File: src/rtl/ram_port_arbiter.sv
// Two-requester round-robin arbiter/sequencer in front of a single-port RAM.
// Serialises word reads and writes and returns read data to the issuing requester.
module ram_port_arbiter #(
    parameter int unsigned ADDR_W = 5,
    parameter int unsigned DATA_W = 4,
    parameter int unsigned RD_LAT = 1
) (
    input  logic              clk,
    input  logic              reset_n,

    input  logic              req0,
    input  logic              we0,
    input  logic [ADDR_W-1:0] addr0,
    input  logic [DATA_W-1:0] wdata0,
    output logic              gnt0,
    output logic              rvalid0,
    output logic [DATA_W-1:0] rdata0,

    input  logic              req1,
    input  logic              we1,
    input  logic [ADDR_W-1:0] addr1,
    input  logic [DATA_W-1:0] wdata1,
    output logic              gnt1,
    output logic              rvalid1,
    output logic [DATA_W-1:0] rdata1,

    output logic              ram_wr_en,
    output logic [ADDR_W-1:0] ram_addr,
    output logic [DATA_W-1:0] ram_wr_data,
    input  logic [DATA_W-1:0] ram_rd_data
);

    typedef enum logic [1:0] {
        StIdle,
        StIssue,
        StWait
    } state_e;

    state_e            state_q, state_d;
    logic              ptr_q, ptr_d;       // 0 favours req0 on a tie
    logic              win_q, win_d;
    logic              we_q, we_d;
    logic [1:0]        cnt_q, cnt_d;

    logic              gnt0_q, gnt0_d;
    logic              gnt1_q, gnt1_d;
    logic              rvalid0_q, rvalid0_d;
    logic              rvalid1_q, rvalid1_d;
    logic [DATA_W-1:0] rdata0_q, rdata0_d;
    logic [DATA_W-1:0] rdata1_q, rdata1_d;
    logic              ram_wr_en_q, ram_wr_en_d;
    logic [ADDR_W-1:0] ram_addr_q, ram_addr_d;
    logic [DATA_W-1:0] ram_wr_data_q, ram_wr_data_d;

    logic              pick;

    // Outputs are registered so they change on the transition into the state
    // they belong to; ram_addr/ram_wr_data double as the latched command.
    always_comb begin
        state_d       = state_q;
        ptr_d         = ptr_q;
        win_d         = win_q;
        we_d          = we_q;
        cnt_d         = cnt_q;
        gnt0_d        = 1'b0;
        gnt1_d        = 1'b0;
        rvalid0_d     = 1'b0;
        rvalid1_d     = 1'b0;
        rdata0_d      = rdata0_q;
        rdata1_d      = rdata1_q;
        ram_wr_en_d   = 1'b0;
        ram_addr_d    = ram_addr_q;
        ram_wr_data_d = ram_wr_data_q;
        pick          = 1'b0;

        unique case (state_q)
            StIdle: begin
                if (req0 || req1) begin
                    // Lone requester always wins; the pointer only breaks ties.
                    pick          = (req0 && req1) ? ptr_q : req1;
                    win_d         = pick;
                    we_d          = pick ? we1 : we0;
                    ram_addr_d    = pick ? addr1 : addr0;
                    ram_wr_data_d = pick ? wdata1 : wdata0;
                    ram_wr_en_d   = pick ? we1 : we0;
                    gnt0_d        = ~pick;
                    gnt1_d        = pick;
                    state_d       = StIssue;
                end
            end

            StIssue: begin
                ptr_d = ~win_q;
                if (we_q) begin
                    state_d = StIdle;
                end else begin
                    cnt_d   = 2'(RD_LAT - 1);
                    state_d = StWait;
                end
            end

            StWait: begin
                if (cnt_q == 2'd0) begin
                    if (win_q) begin
                        rdata1_d  = ram_rd_data;
                        rvalid1_d = 1'b1;
                    end else begin
                        rdata0_d  = ram_rd_data;
                        rvalid0_d = 1'b1;
                    end
                    state_d = StIdle;
                end else begin
                    cnt_d = cnt_q - 2'd1;
                end
            end

            default: begin
                state_d = StIdle;
            end
        endcase
    end

    always_ff @(posedge clk or negedge reset_n) begin
        if (!reset_n) begin
            state_q       <= StIdle;
            ptr_q         <= 1'b0;
            win_q         <= 1'b0;
            we_q          <= 1'b0;
            cnt_q         <= 2'd0;
            gnt0_q        <= 1'b0;
            gnt1_q        <= 1'b0;
            rvalid0_q     <= 1'b0;
            rvalid1_q     <= 1'b0;
            rdata0_q      <= '0;
            rdata1_q      <= '0;
            ram_wr_en_q   <= 1'b0;
            ram_addr_q    <= '0;
            ram_wr_data_q <= '0;
        end else begin
            state_q       <= state_d;
            ptr_q         <= ptr_d;
            win_q         <= win_d;
            we_q          <= we_d;
            cnt_q         <= cnt_d;
            gnt0_q        <= gnt0_d;
            gnt1_q        <= gnt1_d;
            rvalid0_q     <= rvalid0_d;
            rvalid1_q     <= rvalid1_d;
            rdata0_q      <= rdata0_d;
            rdata1_q      <= rdata1_d;
            ram_wr_en_q   <= ram_wr_en_d;
            ram_addr_q    <= ram_addr_d;
            ram_wr_data_q <= ram_wr_data_d;
        end
    end

    assign gnt0        = gnt0_q;
    assign gnt1        = gnt1_q;
    assign rvalid0     = rvalid0_q;
    assign rvalid1     = rvalid1_q;
    assign rdata0      = rdata0_q;
    assign rdata1      = rdata1_q;
    assign ram_wr_en   = ram_wr_en_q;
    assign ram_addr    = ram_addr_q;
    assign ram_wr_data = ram_wr_data_q;

endmodule

File: config.mk
export PLATFORM = sky130hd
export DESIGN_NAME = ram_port_arbiter
export DESIGN_NICKNAME = d
export VERILOG_FILES = /design/src/rtl/ram_port_arbiter.sv
export SDC_FILE = /design/constraint.sdc
export NUM_CORES = 1
export LEC_CHECK = 0
export CAP_MARGIN = 15
export CORE_MARGIN = 2
export CORE_UTILIZATION = 54
export DETAILED_ROUTE_END_ITERATION = 7
export DONT_BUFFER_PORTS = 1
export PLACE_DENSITY = 0.69
export SLEW_MARGIN = 0
export SYNTH_ARGS = -nofsm -noshare
export SYNTH_HDL_FRONTEND = slang
export SYNTH_SLANG_ARGS = --single-unit
File: constraint.sdc
create_clock -name clk -period 1.6 [get_ports clk]
set_clock_uncertainty 0.05 [all_clocks]
set_input_delay 0.16 -clock clk [delete_from_list [all_inputs] [get_ports clk]]
set_output_delay 0.16 -clock clk [all_outputs]
set_load 0.01 [all_outputs]
==> impl_metrics.json <==
{
  "status": "completed",
  "ir_drop_mv": 1.39,
  "cts-root-buf": "clkbuf_4",
  "drtIter0Drc": 36,
  "rows": 17,
  "core-area_sq_mm": 0.00223,
  "hold_slack_ns": 0.197,
  "drv_slew": 0,
  "finalNetCount": 175,
  "cts_max_level": 2,
  "clk_latency_ns": 0.32,
  "cp-end-kind": "flip-flop",
  "clock_sinks": 29,
  "min_path_type": "primary input to flip-flop",
  "dieArea_sq_mm": 0.00277,
  "wl_microns": 3030,
  "crit_path_start_kind": "flip-flop",
  "synthCells": 116,
  "dieHeight_microns": 52.7,
  "timing.final.hold_violations": 0,
  "pwr-share-clk": 0.183,
  "min_path_cells": 3,
  "grt_overflow": 0,
  "first_global_vias": 1102,
  "finalSetupViolations": 0,
  "period_needed_ns": 1.54,
  "dp_hpwl_microns": 1760,
  "syn2layout_area_growth_pct": 28.7,
  "cts_tree": "yes",
  "synth-seq-cells": 29,
  "crit_arrival_ns": 1.69,
  "seqPwrFrac": 0.523,
  "grtUsageTotal": 0.257,
  "buffer_ports.inserted": 0,
  "p_per_area_mw_per_mm2": 1660,
  "p_leak_nw": 0.720,
  "critPathMaxStageDelay_ns": 0.39,
  "met2_wirelength_microns": 1550,
  "cp.required_ns": 1.75,
  "ys.flop_type": "dfrtp_1",
  "wl_met1_microns": 1130,
  "synth_area_leader_cell": "dfrtp_1",
  "cts_buffer_depth": 2,
  "grt_start_max_net_pins": 30,
  "vias_per_cell": 6.01,
  "p_int_mw": 1.71,
  "synth-async-reset-ratio": 1.00,
  "syn_nets": 145,
  "crit_chain": "inv_1 > ha_1 > nor4bb_2 > buf_4 > mux2_4",
  "die_w_microns": 52.7,
  "worst_path_max_delay_cell": "dfrtp_1",
  "io_pins": 50,
  "cts.reportedPaths.clkPinSlew_ns": 0.09,
  "reg2reg_slack_ns": 0.06,
  "numPlacedInstances": 140,
  "antenna_cells": 0,
  "fmax_ghz": 0.651,
  "yosys_warnings": 0,
  "wire_per_inst_microns": 17.3,
  "grt_pass1_wl_microns": 4950,
  "drive_gt1_frac": 0.170,
  "first_pass_iters": 4,
  "netlist_area_sq_mm": 0.00128,
  "synth_cell_type_count": 28,
  "synth_top_area_frac": 0.568,
  "worst_pin_slew_ns": 0.461,
  "start_util": 0.573,
  "final_cell_mix": "dfrtp_1, dlygate4sd3_1, a21oi_1",
  "min_period_over_period": 0.960,
  "met3_wirelength_microns": 224,
  "grt_setup_unrepaired": "no",
  "gp_congestion": 0.845,
  "ant_nets": 0,
  "synth.area.top_cells": "dfrtp_1, a21oi_1, a31oi_1, mux2_4, o21ai_0",
  "synth-seq-area-share": 0.568,
  "final_cells": 175,
  "fin_tns_setup_ns": 0,
  "syn_area_per_cell_sq_um": 11.0,
  "numCtsBuffers": 5,
  "highest_layer": "met4",
  "p_sw_frac": 0.374,
  "finalPower_mw": 2.73,
  "r2r_start": "cnt_q[0]$_DFFE_PN0P_",
  "worstRegToRegCells": 5,
  "cap_violations": 0,
  "worstPathMaxFanout": 5,
  "slew-limit-headroom": 0.692,
  "vias": 1051,
  "power.net_switching_mw": 1.02,
  "path_buf_inv": 2,
  "min_from": "req1",
  "drcViolationCount": 0,
  "p_comb_frac": 0.294,
  "final_common_cell": "dfrtp_1",
  "crit_type": "flip-flop to flip-flop",
  "regToRegEndpoint": "rdata0[0]$_DFFE_PN0P_",
  "antenna_found_initial": 0,
  "synth_edf_count": 0,
  "path_delay_family": "flip-flops",
  "holdPathEnd": "ram_addr[4]$_DFFE_PN0P_"
}
[Yosys cell counts, types with 3 or more instances]
cell type and number:
dfrtp_1 29, a21oi_1 13, o21ai_0 11, a31oi_1 10, nand3_1 10, inv_1 6, mux2_2 4, mux2_4 4
nand2_1 3, nor2_1 3
[metrics by stage]
stage	cell area, sq um	utilization	setup WS, ns
2_1_floorplan	1280	-	0.0751
3_3_place_gp	1290	0.577	0.0675
3_5_place_dp	1290	0.577	0.0119
4_1_cts	1640	0.734	0.0568
5_1_grt	1650	0.737	0.0139
6_report	1650	0.737	0.0643
[state kept, by name, summed over array words and instances, names as in the netlist]
| signal | cells |
|---|---|
| ram_wr_data | 4 |
| ram_wr_en | 1 |
| rdata1 | 4 |
| rdata0 | 4 |
| rvalid0 | 1 |
| we_q | 1 |
| ptr_q | 1 |
| gnt1 | 1 |
| state_q | 2 |
| win_q | 1 |
| gnt0 | 1 |
| rvalid1 | 1 |
| cnt_q | 2 |
| ram_addr | 5 |
[cell families (layout without fill, tap and decap cells)]
kind of cell | count (synthesis) | in the layout | share of synthesized area
AND/OR/NAND/NOR | 26 | 26 | 0.111
AO/OA/AOI/OAI | 37 | 37 | 0.161
flip-flops | 29 | 29 | 0.568
buffers and inverters | 14 | 45 | 0.0607
multiplexers | 9 | 9 | 0.0900
adder cells (fa/ha/maj) | 1 | 1 | 0.00978
[power by group through the flow]
stage / clock network (mW) / logic (mW) / registers, mW
floorplan: 0 / 0.664 / 1.34
global placement: 0 / 0.674 / 1.43
detailed placement: 0 / 0.710 / 1.43
CTS: 0.512 / 0.785 / 1.42
global route: 0.544 / 0.898 / 1.47
finish: 0.499 / 0.803 / 1.43
[tightest hold or removal path, stage by stage]
cell,delay (ns)
inv_1,0.11
o21ai_0,0.19
a31oi_1,0.08
[repair_timing]
action	CTS	global route
hold buffers	27	0
setup endpoints to repair	2	3
endpoints found under the hold margin	50	0
setup buffers	0	0
resized for setup	0	1
pin swaps	1	0
[layout make-up]
type / count / area, sq um
repair buffers: 31 / 310
inverters: 6 / 22.5
flip-flops and latches: 29 / 726
clock buffers: 7 / 65.1
clock inverters: 1 / 5.00
fillers: 166 / 588
well taps: 28 / 35.0
multi-input cells: 73 / 482
[metal layers]
layer / up-vias / global-route usage
met5: - / 0
met4: 0 / 0.167
li1: 476 / -
met1: 492 / 0.276
met2: 64 / 0.431
met3: 19 / 0.0829
[how the worst max path moves through the flow]
stage / start / end / cells past startpoint
global route: cnt_q[1]$_DFFE_PN0P_ / rdata0[0]$_DFFE_PN0P_ / 5
floorplan: cnt_q[0]$_DFFE_PN0P_ / rdata0[0]$_DFFE_PN0P_ / 5
CTS: cnt_q[0]$_DFFE_PN0P_ / rdata0[0]$_DFFE_PN0P_ / 5
global placement: cnt_q[0]$_DFFE_PN0P_ / rdata0[1]$_DFFE_PN0P_ / 5
detailed placement: cnt_q[0]$_DFFE_PN0P_ / rdata0[0]$_DFFE_PN0P_ / 5
finish: cnt_q[0]$_DFFE_PN0P_ / rdata0[0]$_DFFE_PN0P_ / 5
Note: power is estimated with default switching activity, not from simulation.
==> patch: new RTL, same flow settings <==
The 3 states of `state_e` get a one-hot encoding in 3 bits.
--- a/src/rtl/ram_port_arbiter.sv
+++ b/src/rtl/ram_port_arbiter.sv
@@ -32,6 +32,6 @@
 
-    typedef enum logic [1:0] {
-        StIdle,
-        StIssue,
-        StWait
+    typedef enum logic [2:0] {
+        StIdle  = 3'b001,
+        StIssue = 3'b010,
+        StWait  = 3'b100
     } state_e;
Check against the original RTL: same outputs for any inputs over 10 cycles, from zero or initial values and one cycle with reset_n low; not proved beyond that.
==> patch against the unedited design <==
  * Setup slack worse by 0.10 ns
  * The run now ends with negative setup slack left
  * Sequential cell count is 1 higher
  * Combinational power is 32% higher
  * Critical path depth is 1 lower
  * Routed wire length is 19% higher
  * Cell area is 13% higher
  * Count of clock-buffer cells in the layout stayed put
  * Largest power group unchanged
  * Power is 6.9% higher
  * Synthesized area is 2.4% higher
==> patch: results (changes against the unedited design) <==
Worst setup path
  • Critical path's slowest cell: dfrtp_1 (unchanged)
  • Critical Path Max Stage Delay: 0.42 ns (was 0.39 ns)
  • Crit Path Max Fanout: 4 (was 5)
  • CP Data Arrival Time: 1.80 ns (was 1.69 ns)
  • CP delay by family, top: simple AND/OR/NAND/NOR gates (was flip-flops)

Clock network
  • Clk slew on worst S/H paths: 0.09 ns (about the same)
  • CTS buffer count: 5 (unchanged)
  • CTS Root Cell: clkbuf_4 (unchanged)
  • Clk_lat worst skew: 0.32 ns (about the same)
  • CTS HTree Levels: 2 (unchanged)
  • Clk buf depth: 2 (unchanged)

Global routing
  • Largest net degree at the start of global routing: 31 (was 30)
  • Number of global-route vias before repair: 1176 (was 1102)
  • First-pass GRT wire length: 5690 um (was 4950 um)
  • Gr usage total: 0.291 (was 0.257)
  • Initial antenna violation count: 0 (unchanged)

Cells and area
  • Ant diodes: 0 (unchanged)
  • Nets: 190 (was 175)
  • Final instance count without filler cells: 190 (was 175)
  • # fillers: 130 (was 166)
  • Max reg flops: 5 (unchanged)
  • Share of cells above drive strength 1: 0.309 (was 0.170)

Placed design
  • HPWL after DPL: 1970 um (was 1760 um)
  • Routability Congestion: 0.748 (was 0.845)
  • Buffers on Ports: 0 (unchanged)
  • Post-Place Worst Slack: -0.0671 ns (was 0.0119 ns)
  • Number of instances in the placed design: 149 (was 140)
  • Placed Area: 0.00143 mm^2 (was 0.00129 mm^2)

Synthesis
  • Synth area leaders: dfrtp_1 55%, mux2_2 7.7%, o211ai_1 5.7% (was dfrtp_1 57%, a21oi_1 5.1%, a31oi_1 4.9%)
  • Post-synthesis cell type count: 25 (was 28)
  • Post-Syn Instances: 116 (unchanged)
  • Post-synth top cells: 29 x dfrtp_1, 12 x a21oi_1, 10 x a31oi_1, 10 x o211ai_1, 10 x o21ai_0 (was 29 x dfrtp_1, 13 x a21oi_1, 11 x o21ai_0)
  • Number of flops mapped to enable cells by yosys: 0 (unchanged)
  • Sequential area share after synthesis: 0.574 (was 0.568)

Timing
  • Setup violations, final: 6 (was 0)
  • Slew @ Worst Pin: 0.390 ns (was 0.461 ns)
  • Final WS setup: -0.0401 ns (was 0.0643 ns)

Run status
  • Violated checks: negative setup slack
  • Status: complete, but fails checks (was finished clean)

Routing
  • Drt total wl: 3610 um (was 3030 um)
  • DR pass1 iterations: 4 (unchanged)
  • DR vias/cell: 6.22 (was 6.01)
  • DR iter-0 viols: 25 (was 36)

Pwr
  • Maximum VDD drop: 0.00106 V (was 0.00139 V)
  • Leak Pwr: 0.807 nW (was 0.720 nW)
  • Int Power: 1.82 mW (was 1.71 mW)
==> patch: changes by cell type after synthesis, sizes merged, moves of 2 or more <==
cell / delta
nand3: -10
o211ai: +10
buf: -5
clkbuf: +4
nor2: +4
nand2: -3
nor3b: +3
or3b: +3
mux2: +2
nand2b: -2
==> patch: layout make-up <==
type,instances,area [um^2],area share
sequential,30,752,0.405
multi-input combinational,73,567,0.305
timing repair buffer,45,417,0.225
clock buffer,7,55.1,0.0297
tap,28,35.0,0.0189
inverter,6,25.0,0.0135
clock inverter,1,5.00,0.00270
==> patch: path summary, 6_finish.rpt <==
path                                   end  depth (start not counted)  startpoint  slack, ns
worst max register to register   rdata0[3]                          4  state_q[1]      -0.04
worst max-delay path             rdata0[3]                          4  state_q[1]      -0.04
min in group asynchronous       state_q[1]                          2     reset_n       0.24
max in group asynchronous       state_q[0]                          2     reset_n       1.03
worst min-delay path             ram_wr_en                          2         we1       0.05
worst min register to register   rdata1[1]                          1   rdata1[1]       0.53
==> patch: metrics by stage <==
| step | setup TNS [ns] | hold slack (ns) | util |
|---|---|---|---|
| 2_1_floorplan | -0.0243 | -0.186 | - |
| 3_3_place_gp | -0.126 | -0.185 | 0.633 |
| 3_5_place_dp | -0.384 | -0.185 | 0.633 |
| 4_1_cts | -0.0331 | 0.00357 | 0.808 |
| 5_1_grt | -0.529 | 0.0312 | 0.823 |
| 6_report | -0.130 | 0.0457 | 0.823 |
==> patch: timing repair <==
item / 4_1_cts / 5_1_grt
endpoints found under the setup margin: 16 / 20
hold buffers: 26 / 0
gates cloned: 0 / 1
buffers inserted: 6 / 0
resized for setup: 6 / 9
pin swaps: 2 / 0
endpoints found under the hold margin: 48 / 0
==> patch: metal layers <==
metal  vias up  global-route usage  wire, um
li1        519                   -         -
met1       582               0.350      1330
met2        70               0.463      1880
met3        10               0.119       326
met4         0               0.107        70
met5         -                   0         0
==> patch: kinds of logic after synthesis <==
family | count (synthesis) | share of synthesized area
AO/OA/AOI/OAI | 44 | 0.202
flip-flops | 30 | 0.574
adder cells (fa/ha/maj) | 1 | 0.00955
buffers and inverters | 13 | 0.0382
AND/OR/NAND/NOR | 18 | 0.0898
multiplexers | 10 | 0.0860
==> patch: worst reg2reg max path: cells and delay by family (launching register included) <==
| kind | cells | cell delay (ns) |
|---|---|---|
| mux | 1 | 0.30 |
| simple gates | 2 | 0.61 |
| flops | 1 | 0.42 |
| buf+inv | 1 | 0.15 |
==> patch: power groups by stage <==
stage	combinational (mW)	clock (mW)	sequential (mW)
global route	1.15	0.519	1.44
global placement	0.772	0	1.39
finish	1.06	0.460	1.40
CTS	0.949	0.472	1.39
detailed placement	0.810	0	1.41
floorplan	0.550	0	1.36
